===== src/rtl/div_iter.sv =====
// div_iter: iterative radix-2 restoring divider (DIV/DIVU) beside the EX-stage ALU.
// Raises div_stop from the first cycle a divide is seen until the result is ready.
// Quotient/remainder are registered only on the final step, so they hold the last result.
module div_iter #(
    parameter int WIDTH = 32
) (
    input  logic             clk,
    input  logic             reset,
    input  logic             div_req,
    input  logic             div_signed,
    input  logic [WIDTH-1:0] div_src1,
    input  logic [WIDTH-1:0] div_src2,
    input  logic             es_go,
    input  logic             div_cancel,
    output logic             div_stop,
    output logic             div_done,
    output logic [WIDTH-1:0] div_quot,
    output logic [WIDTH-1:0] div_rem
);

    localparam int CW = (WIDTH > 1) ? $clog2(WIDTH) : 1;
    localparam logic [CW-1:0] CNT_LAST = CW'(WIDTH - 1);
    localparam logic [CW-1:0] CNT_ONE  = CW'(1);

    typedef enum logic [1:0] {
        ST_IDLE = 2'd0,
        ST_CALC = 2'd1,
        ST_DONE = 2'd2
    } state_t;

    state_t          state_r;
    state_t          state_nxt_s;
    logic [CW-1:0]   cnt_r;
    logic [WIDTH-1:0] rem_r;      // partial remainder
    logic [WIDTH-1:0] quo_r;      // dividend shifting out, quotient shifting in
    logic [WIDTH-1:0] dvs_r;      // divisor magnitude
    logic             neg_q_r;
    logic             neg_r_r;

    logic [WIDTH:0]   rem_sh_s;
    logic [WIDTH-1:0] rem_step_s;
    logic [WIDTH-1:0] quo_step_s;
    logic [WIDTH-1:0] quot_fix_s;
    logic [WIDTH-1:0] rem_fix_s;
    logic             start_s;
    logic             last_s;

    // Two's complement negate when neg is set; also yields magnitudes of signed operands.
    function automatic logic [WIDTH-1:0] cond_neg(input logic [WIDTH-1:0] v, input logic neg);
        logic [WIDTH-1:0] one;
        one      = {{(WIDTH-1){1'b0}}, 1'b1};
        cond_neg = neg ? (~v + one) : v;
    endfunction

    assign start_s = (state_r == ST_IDLE) & div_req & ~div_cancel;
    assign last_s  = (state_r == ST_CALC) & (cnt_r == CNT_LAST) & ~div_cancel;

    // Stall EX from the very first cycle the divide is visible; cancel and reset drop it at once.
    assign div_stop = ~reset & ~div_cancel &
                      (((state_r == ST_IDLE) & div_req) | (state_r == ST_CALC));

    // One restoring step: shift {rem,dvd} left, subtract divisor when it fits.
    // A zero divisor always "fits", giving all-ones quotient and rem = |dividend|.
    always_comb begin
        rem_sh_s   = {rem_r, quo_r[WIDTH-1]};
        rem_step_s = rem_sh_s[WIDTH-1:0];
        quo_step_s = {quo_r[WIDTH-2:0], 1'b0};
        if (rem_sh_s >= {1'b0, dvs_r}) begin
            rem_step_s = rem_sh_s[WIDTH-1:0] - dvs_r;
            quo_step_s = {quo_r[WIDTH-2:0], 1'b1};
        end else begin
            rem_step_s = rem_sh_s[WIDTH-1:0];
            quo_step_s = {quo_r[WIDTH-2:0], 1'b0};
        end
        quot_fix_s = cond_neg(quo_step_s, neg_q_r);
        rem_fix_s  = cond_neg(rem_step_s, neg_r_r);
    end

    // Next-state selection; a cancel returns to IDLE from anywhere.
    always_comb begin
        state_nxt_s = state_r;
        if (div_cancel) begin
            state_nxt_s = ST_IDLE;
        end else begin
            case (state_r)
                ST_IDLE: begin
                    if (div_req) state_nxt_s = ST_CALC;
                    else         state_nxt_s = ST_IDLE;
                end
                ST_CALC: begin
                    if (cnt_r == CNT_LAST) state_nxt_s = ST_DONE;
                    else                   state_nxt_s = ST_CALC;
                end
                ST_DONE: begin
                    if (es_go) state_nxt_s = ST_IDLE;
                    else       state_nxt_s = ST_DONE;
                end
                default: state_nxt_s = ST_IDLE;
            endcase
        end
    end

    // State register and registered done flag.
    always_ff @(posedge clk or posedge reset) begin
        if (reset) begin
            state_r  <= ST_IDLE;
            div_done <= 1'b0;
        end else begin
            state_r  <= state_nxt_s;
            div_done <= (state_nxt_s == ST_DONE);
        end
    end

    // Iteration datapath: load magnitudes on start, step once per CALC cycle.
    always_ff @(posedge clk or posedge reset) begin
        if (reset) begin
            cnt_r   <= {CW{1'b0}};
            rem_r   <= {WIDTH{1'b0}};
            quo_r   <= {WIDTH{1'b0}};
            dvs_r   <= {WIDTH{1'b0}};
            neg_q_r <= 1'b0;
            neg_r_r <= 1'b0;
        end else if (start_s) begin
            cnt_r   <= {CW{1'b0}};
            rem_r   <= {WIDTH{1'b0}};
            quo_r   <= cond_neg(div_src1, div_signed & div_src1[WIDTH-1]);
            dvs_r   <= cond_neg(div_src2, div_signed & div_src2[WIDTH-1]);
            neg_q_r <= div_signed & (div_src1[WIDTH-1] ^ div_src2[WIDTH-1]);
            neg_r_r <= div_signed & div_src1[WIDTH-1];
        end else if ((state_r == ST_CALC) && !div_cancel) begin
            cnt_r <= cnt_r + CNT_ONE;
            rem_r <= rem_step_s;
            quo_r <= quo_step_s;
        end else begin
            cnt_r <= cnt_r;
            rem_r <= rem_r;
            quo_r <= quo_r;
        end
    end

    // Result registers: only the final step updates them, with sign correction applied.
    always_ff @(posedge clk or posedge reset) begin
        if (reset) begin
            div_quot <= {WIDTH{1'b0}};
            div_rem  <= {WIDTH{1'b0}};
        end else if (last_s) begin
            div_quot <= quot_fix_s;
            div_rem  <= rem_fix_s;
        end else begin
            div_quot <= div_quot;
            div_rem  <= div_rem;
        end
    end

endmodule


===== config.mk =====
export PLATFORM = sky130hd
export DESIGN_NAME = div_iter
export DESIGN_NICKNAME = d
export VERILOG_FILES = /design/src/rtl/div_iter.sv
export SDC_FILE = /design/constraint.sdc
export NUM_CORES = 1
export LEC_CHECK = 0
export CAP_MARGIN = 0
export CELL_PAD_IN_SITES_DETAIL_PLACEMENT = 0
export CELL_PAD_IN_SITES_GLOBAL_PLACEMENT = 2
export CORE_ASPECT_RATIO = 0.5
export CORE_UTILIZATION = 38
export CTS_BUF_LIST = sky130_fd_sc_hd__clkbuf_4
export DETAILED_ROUTE_END_ITERATION = 8
export GPL_TIMING_DRIVEN = 0
export PLACE_DENSITY_LB_ADDON = 0.1
export SKIP_CTS_REPAIR_TIMING = 1
export SYNTH_ARGS = -nofsm -noshare
export SYNTH_HDL_FRONTEND = slang
export SYNTH_SLANG_ARGS = --single-unit

===== constraint.sdc =====
create_clock -name clk -period 11.09 [get_ports clk]
set_clock_uncertainty 0.15 [all_clocks]
set_input_delay 2.218 -clock clk [delete_from_list [all_inputs] [get_ports clk]]
set_output_delay 2.218 -clock clk [all_outputs]
set_load 0.02 [all_outputs]

### After elaboration in Yosys (flattened, before gate mapping)

Cells that the tools add are included.

| storage, ports and cells | value |
|---|---|
| register bits after elaboration | 170 |
| input port bits | 70 |
| output and inout port bits | 66 |
| word-level logic and storage cells | 59 |

| cells by class | value |
|---|---|
| add/subtract/negate cells | 6 |
| $lt $le $gt $ge | 1 |
| eq/ne operators | 4 |
| mux-type cells | 17 |
| bitwise operators | 17 |
| reductions and logical operators | 4 |

Operator list:

| operator | count |
|---|---|
| 2-to-1 mux 32 bit | 9 |
| adder 32 x 1 -> 32 bit, second input constant | 4 |
| inverter 32 bit | 4 |
| greater-or-equal comparator 33 x 32 -> 1 bit | 1 |
| subtractor 32 bit | 1 |
| 2-to-1 mux 5 bit | 2 |
| bitwise AND 1 bit | 9 |
| 2-to-1 mux 2 bit | 3 |
| case mux 2 bit (3 select lines) | 1 |
| adder 5 x 1 -> 5 bit, second input constant | 1 |
| == test 5 bit, second input constant | 1 |
| == test 2 bit, second input constant | 2 |
| == test 2 x 1 -> 1 bit, second input constant | 1 |
| logical NOT 2 bit | 1 |
| 2-to-1 mux 1 bit | 2 |
| inverter 1 bit | 2 |
| nonzero test 2 bit | 1 |
| logical AND 1 bit | 1 |
| logical NOT 1 bit | 1 |
| OR 1 bit | 1 |
| XOR 1 bit | 1 |

### Longest topological paths before layout

| depth | value |
|---|---|
| word-level depth | 5 |
| gate-level depth with buffers | 24 |
| gate-level depth less buffers | 18 |

### Least setup slack after synthesis

Ideal clock, no wire load.

| timing path | value |
|---|---|
| path kind | in2out |
| start point | input port div_cancel |
| end point | output port div_stop |
| arrival time | 3.103 ns |
| required time | 8.722 ns |
| setup slack | 5.619 ns |
| stages | 4 |
| path buffers | 1 |
| path through | nor2_1 o21ai_1 clkbuf_1 nor2_1 |

| between the ends | value |
|---|---|
| cells in the longest elaborated chain, start to end | 3 |

Ends and longest elaborated chain:

| item | RTL line | text |
|---|---|---|
| start: declaration | 14 | `input logic div_cancel,` |
| inverter 1 bit | 59 | `assign div_stop = ~reset & ~div_cancel &` |
| bitwise AND 1 bit (2 in series) | 59 |  |
| end: declaration | 15 | `output logic div_stop,` |

Every way passes these cells.

### Worst setup path in the final report

| timing path | value |
|---|---|
| start point | register rem_r[8] |
| end point | register div_rem[30] |

| between the ends | value |
|---|---|
| cells in the longest elaborated chain, start to end | 5 |
| elaborated cells between the ends (all ways) | 6 |
| those cells by class | add/sub: 2; order compare: 1; mux: 2; bitwise: 1 |

Ends and longest elaborated chain:

| item | RTL line | text |
|---|---|---|
| start: declaration | 34 | `logic [WIDTH-1:0] rem_r;` |
| start signal: assignment | 118 | `rem_r <= {WIDTH{1'b0}};` |
| start signal: assignment | 125 | `rem_r <= {WIDTH{1'b0}};` |
| start signal: assignment | 132 | `rem_r <= rem_step_s;` |
| subtractor 32 bit / greater-or-equal comparator 33 x 32 -> 1 bit (equally long branches) | 69, 68 |  |
| 2-to-1 mux 32 bit (*) | 68 | `if (rem_sh_s >= {1'b0, dvs_r}) begin` |
| inverter 32 bit | 52 | `cond_neg = neg ? (~v + one) : v;` |
| adder 32 x 1 -> 32 bit | 52 |  |
| 2-to-1 mux 32 bit (*) | 52 |  |
| end signal: assignment | 145 | `div_rem <= {WIDTH{1'b0}};` |
| end signal: assignment | 148 | `div_rem <= rem_fix_s;` |
| end signal: assignment | 151 | `div_rem <= div_rem;` |
| end: declaration | 18 | `output logic [WIDTH-1:0] div_rem` |

Every way passes the cells marked *; elsewhere a longest branch is shown, timed or not.
A chain may end at the register's enable or synchronous reset.

==> flow_metrics.env <==
export IMPL_synth_async_reset_ratio_pct=100.0
export IMPL_synth_edf_count=0
export IMPL_crit_family="buffers and inverters"
export IMPL_p_per_area_nw_per_um2=261.3
export IMPL_regToRegSetupSlack_ns=3.90
export IMPL_fp_dieArea_sq_um=31650
export IMPL_crit_type="reg2reg"
export IMPL_p_total_mw=3.638
export IMPL_min_to="div_rem[9]"
export IMPL_ff2ff_path_depth=23
export IMPL_cpPeakStageDelay_ns=0.58
export IMPL_path_cells="ha_1 > clkbuf_1 > nand2_1 > nor3_1 > a21boi_4 > o211a_1 > or2_4 > buf_6 > buf_6 > buf_2 > buf_1 > buf_2 > nand2_1 > o21ai_0 > ha_1 > inv_1 > or3_1 > or3_1 > mux2i_1 > nand3_1 > o31ai_1 > xor2_1 > o21ai_0"
export IMPL_placed_cell_area_sq_um=13630
export IMPL_vias=11160
export IMPL_cts_htree_levels=4
export IMPL_area_growth_pct=18.53
export IMPL_yosysSeqAreaShare_pct=36.22
export IMPL_yosysUniqueCellTypes=87
export IMPL_r2r_start="rem_r[8]"
export IMPL_synthFlopType="dfrtp_1"
export IMPL_antenna_found_initial=2
export IMPL_drt_iter0_markers=866
export IMPL_wl_microns=39670
export IMPL_clkSinkCount=170
export IMPL_reg2reg_to="div_rem[30]"
export IMPL_timing_final_ws_setup_ns=3.896
export IMPL_avgViaCountPerCell=5.620
export IMPL_die_w_microns=250.6
export IMPL_place_ws_ns=3.969
export IMPL_start_util_pct=38.70
export IMPL_fmax_ghz=0.1390
export IMPL_maxCapViolCount=0
export IMPL_dp_hpwl_microns=31470
export IMPL_cts_root_buf="clkbuf_4"
export IMPL_cp_max_fo=10
export IMPL_synth_top_cells_by_area="dfrtp_1 36%, o21ai_0 9.0%, nand2_1 7.4%, xor2_1 6.1%, xnor2_1 4.5%"
export IMPL_numPortBuffers=135
export IMPL_period_needed_ns=7.194
export IMPL_synth_cells=1417
export IMPL_die_h_microns=126.3
export IMPL_worst_slew_pin_slew_ns=1.116
export IMPL_fin_setup_tns_ns=0
export IMPL_ios=136
export IMPL_layout_cells_most_common="nand2_1"
export IMPL_arrival_ns=7.56
export IMPL_slew_limit_headroom_pct=24.55
export IMPL_ys_ff_latch=170
export IMPL_multi_input_area_sq_um=6925
export IMPL_grt_start_max_net_pins=116
export IMPL_critPathBufInv=7
export IMPL_slew_violations=0
export IMPL_clockBufferDepth=2
export IMPL_min_path_type="reg2reg"
export IMPL_ant_nets=0
export IMPL_syn_cell_area_sq_um=11740
export IMPL_syn_avg_cell_area_sq_um=8.288
export IMPL_finalCritPeriodShare_pct=64.87
export IMPL_seq_area_sq_um=4254
export IMPL_firstDrtPassIters=5
export IMPL_clkTransAtPathRegs_ns=0.17
export IMPL_final_nets=1681
export IMPL_cts_inserted_buffers=17
export IMPL_cp_slowest_cell="buf_1"
export IMPL_layout_common_cells="232 x nand2_1, 211 x o21ai_0, 170 x dfrtp_1"
export IMPL_hold_start="div_rem[9]"
export IMPL_drive_gt1_share_pct=5.237
export IMPL_gp_congestion=0.9127
export IMPL_core_region_area_sq_um=30350
export IMPL_grt_pass1_vias=11070
export IMPL_rsz0062_at_grt="no"
export IMPL_final_hold_violation_count=0
export IMPL_crit_path_end_kind="flop"
export IMPL_status="completed"
export IMPL_clk_latency_ns=0.63
export IMPL_ys_warnings_count=0
export IMPL_crit_start="rem_r[8]"
export IMPL_worstHoldPathCells=2
export IMPL_cts_tree="built"
export IMPL_setup_viol=0
export IMPL_syn_num_nets=1526
export IMPL_required_ns=11.46
export IMPL_grt_util_all_layers_pct=25.54
export IMPL_num_rows=45
export IMPL_cp_depth=23
export IMPL_fillers=3036
export IMPL_grt_ovfl_total=0
export IMPL_synth_top_area_share_pct=36.22
export IMPL_synth_area_leader_cell="dfrtp_1"
export IMPL_vdd_drop_max_v=0.0001449
export IMPL_finish_instance_area_sq_um=13920
export IMPL_routedWlPerCell_microns=19.98
export IMPL_start_kind="flop"
export IMPL_drc=0
export IMPL_grt_pass1_wl_microns=62010
export IMPL_power_leakage_nw=5.727
-- layer usage --
metal	track usage [%]	part of all wire, %	vias to the layer above
li1	-	-	5368
met1	35.95	49	5492
met2	40.75	45	270
met3	5.315	5.4	30
met4	4.836	0.96	2
met5	0	0.030	-
-- registers in the layout, summed over array words and instances, names as in the netlist --
register	flops
div_done	1
div_quot	32
div_rem	32
quo_r	32
cnt_r	5
state_r	2
neg_q_r	1
dvs_r	32
neg_r_r	1
rem_r	32
-- through the flow --
step	utilization (%)	hold slack (ns)	std cells
6_report	45.87	0.3460	1986
2_1_floorplan	-	0.2998	1417
5_1_grt	45.86	0.3751	1985
4_1_cts	45.85	0.3555	1984
3_5_place_dp	44.91	0.3207	1952
3_3_place_gp	44.79	0.3144	1951
-- Yosys cell counts, types with 7 or more instances --
cell type / n
nand2_1: 232
o21ai_0: 211
dfrtp_1: 170
xor2_1: 82
nor2_1: 76
a21oi_1: 67
xnor2_1: 60
clkbuf_1: 52
inv_1: 48
ha_1: 38
o31ai_1: 32
nor3_1: 29
a22oi_1: 26
or3_1: 20
nand3_1: 18
mux2i_1: 15
nor4_1: 15
nand4_1: 13
o41ai_1: 13
and2_1: 11
o21a_1: 10
or4_1: 10
a22o_1: 9
a21o_1: 8
a31oi_1: 8
buf_2: 8
nand2b_1: 8
a211oi_1: 7
o211ai_1: 7
-- cell families after synthesis --
group           share of synthesized area [%]
simple gates                            18.62
flops                                   36.22
buf+inv                                 4.805
xor+xnor                                10.59
mux                                     1.470
compound gates                          24.07
fa+ha+maj                               4.219
-- where the power goes --
part	internal [mW]	switching (mW)
combinational	0.858	1.50
clock	0.138	0.259
sequential	0.724	0.154
-- worst max path at each step --
stage / end / slack [ns]
2_1_floorplan: cnt_r[0] / 4.12
3_3_place_gp: dvs_r[10] / 1.75
3_5_place_dp: div_rem[30] / 3.97
4_1_cts: div_rem[30] / 3.95
5_1_grt: div_rem[30] / 3.41
6_report: div_rem[30] / 3.90
-- area by class of cell --
| type | instances | area share, % |
|---|---|---|
| antenna | 2 | 0.03596 |
| buffer | 78 | 2.733 |
| clock buffer | 17 | 0.9169 |
| clock inverter | 15 | 1.133 |
| inverter | 49 | 1.375 |
| multi-input combinational | 1120 | 49.75 |
| sequential | 170 | 30.56 |
| tap | 399 | 3.587 |
| timing repair buffer | 136 | 9.906 |
-- worst reg2reg max path: cells and delay by family (launching register included) --
family,cells,cell delay [ns]
xor gates and xnor gates,1,0.18
DFF,1,0.49
AOI/OAI and AO/OA,5,1.24
and+or+nand+nor,7,1.96
adders and majority gates,2,0.61
muxes,1,0.38
buffers and inverters,7,2.08
Power figures use the tool's default switching activity.
